**src/rtl/leds_pkg.sv**
```systemverilog
// Shared widths and glyph constants for the two-digit 7-segment driver.
// A glyph is ordered {a,b,c,d,e,f,g}, and a 1 bit means the segment is lit.
package leds_pkg;

  localparam int SEG_W   = 7;
  localparam int DIGIT_W = 7;

  localparam logic [SEG_W-1:0] GLYPH_0    = 7'b1111110;
  localparam logic [SEG_W-1:0] GLYPH_1    = 7'b0110000;
  localparam logic [SEG_W-1:0] GLYPH_2    = 7'b1101101;
  localparam logic [SEG_W-1:0] GLYPH_3    = 7'b1111001;
  localparam logic [SEG_W-1:0] GLYPH_4    = 7'b0110011;
  localparam logic [SEG_W-1:0] GLYPH_5    = 7'b1011011;
  localparam logic [SEG_W-1:0] GLYPH_6    = 7'b1011111;
  localparam logic [SEG_W-1:0] GLYPH_7    = 7'b1110000;
  localparam logic [SEG_W-1:0] GLYPH_8    = 7'b1111111;
  localparam logic [SEG_W-1:0] GLYPH_9    = 7'b1111011;
  localparam logic [SEG_W-1:0] GLYPH_A    = 7'b1110111;
  localparam logic [SEG_W-1:0] GLYPH_B    = 7'b0011111;
  localparam logic [SEG_W-1:0] GLYPH_C    = 7'b1001110;
  localparam logic [SEG_W-1:0] GLYPH_D    = 7'b0111101;
  localparam logic [SEG_W-1:0] GLYPH_E    = 7'b1001111;
  localparam logic [SEG_W-1:0] GLYPH_F    = 7'b1000111;
  localparam logic [SEG_W-1:0] GLYPH_DASH = 7'b0000001;

  // Pin-level value, meaning all segments are dark.
  localparam logic [SEG_W-1:0] SEG_OFF = 7'h7F;

  typedef enum logic {
    SEL_RIGHT = 1'b0,
    SEL_LEFT  = 1'b1
  } sel_e;

endpackage

```
**src/rtl/seg7_decode.sv**
```systemverilog
// Combinational decoder that maps a 7-bit digit code to an active-high glyph.
// Codes 0..15 give hex glyphs, and every larger code gives a dash.
module seg7_decode
  import leds_pkg::*;
(
  input  logic [DIGIT_W-1:0] code,
  output logic [SEG_W-1:0]   glyph
);

  always_comb begin
    glyph = GLYPH_DASH;
    case (code)
      7'd0:    glyph = GLYPH_0;
      7'd1:    glyph = GLYPH_1;
      7'd2:    glyph = GLYPH_2;
      7'd3:    glyph = GLYPH_3;
      7'd4:    glyph = GLYPH_4;
      7'd5:    glyph = GLYPH_5;
      7'd6:    glyph = GLYPH_6;
      7'd7:    glyph = GLYPH_7;
      7'd8:    glyph = GLYPH_8;
      7'd9:    glyph = GLYPH_9;
      7'd10:   glyph = GLYPH_A;
      7'd11:   glyph = GLYPH_B;
      7'd12:   glyph = GLYPH_C;
      7'd13:   glyph = GLYPH_D;
      7'd14:   glyph = GLYPH_E;
      7'd15:   glyph = GLYPH_F;
      default: glyph = GLYPH_DASH;
    endcase
  end

endmodule

```
**src/rtl/leds.sv**
```systemverilog
// Two-digit multiplexed common-anode 7-segment driver. Segment lines and anodes are active-low.
// The module has no handshake: Signal is sampled on every cycle, and the pins are free-running outputs.
module leds
  import leds_pkg::*;
#(
  parameter int REFRESH_DIV = 50000,
  parameter int CNT_W       = 16
) (
  input  logic        CLK,
  input  logic        RST_N,
  input  logic [13:0] Signal,
  output logic        a,
  output logic        b,
  output logic        c,
  output logic        d,
  output logic        e,
  output logic        f,
  output logic        g,
  output logic        AN1,
  output logic        AN0
);

  localparam logic [CNT_W-1:0] CNT_MAX = CNT_W'(REFRESH_DIV - 1);

  logic [1:0]         rst_sync;
  logic               rst_s;
  logic [CNT_W-1:0]   cnt;
  sel_e               sel;
  logic [1:0]         an_q;
  logic [SEG_W-1:0]   seg_q;
  logic [DIGIT_W-1:0] code;
  logic [SEG_W-1:0]   glyph;

  // Assertion of the reset takes effect at once. Release passes through two flops first.
  always_ff @(posedge CLK or negedge RST_N) begin
    if (!RST_N) rst_sync <= 2'b00;
    else        rst_sync <= {rst_sync[0], 1'b1};
  end

  assign rst_s = rst_sync[1];

  assign code = (sel == SEL_LEFT) ? Signal[13:7] : Signal[6:0];

  seg7_decode u_decode (
    .code  (code),
    .glyph (glyph)
  );

  // The outputs are driven from the current select. This makes the anode and its segments switch on the same edge.
  always_ff @(posedge CLK or negedge rst_s) begin
    if (!rst_s) begin
      cnt   <= '0;
      sel   <= SEL_RIGHT;
      an_q  <= 2'b11;
      seg_q <= SEG_OFF;
    end else begin
      if (cnt == CNT_MAX) begin
        cnt <= '0;
        sel <= (sel == SEL_LEFT) ? SEL_RIGHT : SEL_LEFT;
      end else begin
        cnt <= cnt + 1'b1;
      end
      an_q  <= (sel == SEL_LEFT) ? 2'b01 : 2'b10;
      seg_q <= ~glyph;
    end
  end

  assign {AN1, AN0}          = an_q;
  assign {a, b, c, d, e, f, g} = seg_q;

endmodule

```
**config.mk**
```make
export PLATFORM = sky130hd
export DESIGN_NAME = leds
export DESIGN_NICKNAME = d
export VERILOG_FILES = /design/src/rtl/leds_pkg.sv /design/src/rtl/seg7_decode.sv /design/src/rtl/leds.sv
export SDC_FILE = /design/constraint.sdc
export NUM_CORES = 1
export LEC_CHECK = 0
export CAP_MARGIN = 20
export CELL_PAD_IN_SITES_DETAIL_PLACEMENT = 1
export CELL_PAD_IN_SITES_GLOBAL_PLACEMENT = 2
export CORE_UTILIZATION = 34
export DETAILED_ROUTE_END_ITERATION = 8
export MAX_ROUTING_LAYER = met4
export PLACE_DENSITY_LB_ADDON = 0.1
export SYNTH_ARGS = -nofsm -noshare
export SYNTH_HDL_FRONTEND = slang
export SYNTH_HIERARCHICAL = 1
export SYNTH_SLANG_ARGS = --single-unit
```
**constraint.sdc**
```tcl
create_clock -name CLK -period 1 [get_ports CLK]
set_input_delay 0.15 -clock CLK [delete_from_list [all_inputs] [get_ports CLK]]
set_output_delay 0.15 -clock CLK [all_outputs]
set_load 0.05 [all_outputs]
```
# Word-level counts from Yosys, hierarchy flattened
# Memory sizes are Yosys's and may differ from the RTL's.
# Index checks and enable logic that the tools add are counted.
totals:
  register_bits: 28
  romBits: 112
  input_bits: 16
  out_inout_bits: 9
  n_memories: 1
mem_list:
  columns: ["memory", "depth", "width", "rd", "rd_ports_with_merged_regs", "write_ports", "line", "rtl"]
  rows:
  - ["(no name shown)", 16, 7, 1, 0, 0, "seg7_decode.sv:12", "case (code)"]
classes:
  add_sub_neg: 1
  n_eq_ne: 1
  muxes: 5
  bitwise_logic: 1
  reduce_logical: 1
ops:
  columns: ["operator", "count"]
  rows:
  - ["adder 16 x 1 -> 16 bit, second input constant", 1]
  - ["equality test 16 bit, second input constant", 1]
  - ["two-way mux 16 bit", 1]
  - ["two-way mux 7 bit", 2]
  - ["NOT 7 bit", 1]
  - ["logical NOT 3 bit", 1]
  - ["two-way mux 2 bit", 1]
  - ["two-way mux 1 bit", 1]

# Longest topological paths before layout
logic_depth:
  word_depth: 4
  mapped_depth: 8
  ltp_nobuf: 7

# Cells and area by module
# The synthesis kept the hierarchy.
modules_own_cells:
  columns: ["mod", "n_inst", "cells_each", "area_per_inst_um2", "seq_area_each_um2"]
  rows:
  - ["leds", 1, 99, 1201.2, 711.9]
  - ["seg7_decode", 1, 37, 294.0, 0.0]

# Least setup slack after synthesis
# OpenSTA, ideal clock, no wires.
synth_path:
  path_kind: "register to register"
  start: "reg sel"
  end: "reg seg_q[5]"
  t_arrival_ns: 1.842
  required_time_ns: 0.917
  setup_slack_ns: -0.925
  path_stages_with_launch: 9
  path_buffers: 1
  path_cell_list: "dfrtp_1 clkbuf_1 mux2_2 inv_1 ha_1 nor2b_1 o21bai_1 a221oi_1 inv_1"
synth_between:
  elab_chain_cells: 4
  word_cells_on_any_way: 5
synth_lines:
  columns: ["item", "line", "rtl"]
  rows:
  - ["from (decl)", "leds.sv:28", "sel_e sel;"]
  - ["from (signal assigned)", "leds.sv:59", "sel <= (sel == SEL_LEFT) ? SEL_RIGHT : SEL_LEFT;"]
  - ["two-way mux 7 bit", "leds.sv:42", "assign code = (sel == SEL_LEFT) ? Signal[13:7] : Signal[6:0];"]
  - ["via code[1]", "leds.sv:31", "logic [DIGIT_W-1:0] code;"]
  - ["memory (16 x 7 bit)", null, null]
  - ["two-way mux 7 bit", "seg7_decode.sv:12", null]
  - ["via glyph[5]", "leds.sv:32", "logic [SEG_W-1:0] glyph;"]
  - ["NOT 7 bit", "leds.sv:64", "seg_q <= ~glyph;"]
  - ["to (signal assigned)", "leds.sv:64", null]
  - ["to (decl)", "leds.sv:30", "logic [SEG_W-1:0] seg_q;"]
# The timed path passes the listed nets, and every way through them passes these cells.
# A chain may end at the register's enable or synchronous reset.

# Final worst setup path
layout_path:
  start: "reg sel"
  end: "reg seg_q[3]"
# The elaborated chain is that of the path after synthesis.

==> metrics.txt <==
status=finished with violations; failing checks=negative setup slack; Placed Instances=241; pre-CTS setup slack=-0.869 ns; detailed placement HPWL=about 2.8 mm; RSZ-0062 raised after global routing=true; Fmax=572 MHz; worst reg-to-reg setup slack=-0.75 ns; CP required=1.22 ns; initial antenna violation count=0; crit path capture type=flip-flop; Netlist Area Pre-Place=1500 sq um; # rows=23; syn avg cell area=11.0 sq um; Syn Inst Count=between 100 and 150; DIE HEIGHT=approximately 68 um; commonest non-fill, non-tap cells in the layout=37 x buf_4, 15 x dfrtp_1, 15 x clkdlybuf4s50_1; final hold vios=0; max-slew violations=0; syn_nets=160; vias in the first global route=1409; register area share after synthesis=0.476; Netlist cell types=35; most common cell after layout, fill and taps aside=buf_4; Clock Tree Buf Depth=2; Detailed Route Iter0 Violations=34; CP startpoint=sel$_DFFE_PN0N_; clock slew at reported path FFs=0.10 ns; leak pwr=1.15 nW; post-layout util=0.637; crit-path max FO=6; Synth Register Bits=28; first-pass GRT wire length=6.71 mm; I/O Buffers=24; die area=approximately 4700 sq um; via count=1227; CP Launch Type=flip-flop; boundary pin count=25; drt drc=0; number of fill cells=416; fraction of layout instances using a drive strength above 1=0.612; GRT Residual Overflow=0; CTS Sinks=28; setup slack after layout=-0.750 ns; root buffer cell=clkbuf_8; post-route insts no fill=259; cts hold-fix bufs=0; HP Class=in -> async; Num CTS Buffers=3; Async SR Flop Fraction=1.00; WP data arrival=between 1.5 and 2 ns; DRT Wirelength=4.24 mm; die width=68.3 um; core area=4120 sq um; wire length per cell=16.4 um; setup tns final=-11.06 ns; Clock Latency Late Sink=roughly 0.27 ns; fin crit period=1.75 ns; total power=0.00226 W; Starting Density=0.363; total global-route track usage=0.202; Post-synth EDFFs=0; drt first pass iters=3; clock skew=0.00386 ns; launching point of the worst reg2reg path=sel$_DFFE_PN0N_; H-tree depth=1; Max Cap Viol=0; number of setup violations in the final report=32; largest net degree at the start of global routing=27; Routed Antenna Nets=0; Peak supply drop=between 0.5 and 0.6 mV; Period Utilization, post-route=1.75; CTS tree=built; CP Class=reg -> reg; Via density=4.74; Reg2Reg Depth=7; RePlAce Congestion=0.822; Synth-to-Final Area Change=75.3%; nets=234; Cell Pwr Density=roughly 860 nW/um^2; Synth Warn #=6; antenna cells=0; leading register cell type out of synthesis=dfrtp_1
==> kinds of logic after synthesis <==
kind of cell | after synthesis | synth area share
fa+ha+maj | 8 | 0.0669
flops | 28 | 0.476
simple gates | 47 | 0.185
xor+xnor | 14 | 0.0820
other cells | 1 | 0.00251
mux | 11 | 0.0895
buf+inv | 19 | 0.0586
compound gates | 8 | 0.0393
==> per-layer routing <==
metal  GRT usage  routed length, um
met5           -                  0
met4      0.0521                 28
met3      0.0117                 35
met2       0.393               2470
met1       0.217               1700
==> critical path: stages, from the launching register on <==
cell,delay (ns)
dfrtp_2,0.47
mux2_4,0.28
inv_4,0.06
ha_4,0.25
inv_2,0.03
mux4_2,0.46
nor2_2,0.09
inv_1,0.05
==> timing repair <==
action	in CTS	in global routing
hold endpoints to repair	0	0
pin swaps	22	12
resized for setup	42	21
endpoints found under the setup margin	32	33
gates cloned	0	0
buffers inserted	12	4
==> cell type report <==
type / count / area [sq um] / area share
inverter: 14 / 60.1 / 0.0229
timing repair buffer: 74 / 767 / 0.293
sequential: 28 / 717 / 0.274
tap: 50 / 62.6 / 0.0239
multi-input combinational: 89 / 960 / 0.366
clock buffer: 4 / 55.1 / 0.0210
==> registers in the layout, summed over array words and instances (netlist names) <==
register,count
cnt,16
an_q,2
rst_sync,2
sel,1
seg_q,7
==> report_power, final <==
part	internal (W)	total [W]	switching (W)
Sequential	0.00115	0.00117	0.0000105
Combinational	0.000209	0.000376	0.000167
Clock	0.000353	0.000720	0.000367
==> through the flow <==
| stage | hold slack (ns) | instance area, sq um |
|---|---|---|
| CTS | 0.0193 | 2510 |
| floorplan | -0.146 | 1560 |
| global placement | 0.212 | 2190 |
| finish | 0.0193 | 2620 |
| detailed placement | 0.217 | 2190 |
| global route | 0.0116 | 2620 |
==> final timing paths <==
| kind | endpoint |
|---|---|
| worst max-delay path | seg_q[3]$_DFF_PN1_ |
| worst min-delay path | rst_sync[1]$_DFF_PN0_ |
| worst max register to register | seg_q[3]$_DFF_PN1_ |
| worst min register to register | cnt[14]$_DFF_PN0_ |
| max in group asynchronous | an_q[1]$_DFF_PN1_ |
| min in group CLK | rst_sync[1]$_DFF_PN0_ |
==> synth_stat cells, drive strengths merged (2+ instances only) <==
master  count  share of area
or2         2         0.0084
buf         3          0.018
clkbuf      2         0.0050
nand4       5          0.025
mux2        9          0.068
nor4        2          0.017
xnor2       9          0.053
inv        14          0.035
nor4bb      2          0.013
nor2b       4          0.017
a221oi      3          0.018
ha          8          0.067
nor2       14          0.037
nand2       4          0.010
nand2b      2         0.0084
dfrtp      19           0.32
dfstp       9           0.16
nand3       5          0.017
or3         2         0.0084
a21oi       2         0.0067
xor2        5          0.029
(Power assumes the default switching activity.)
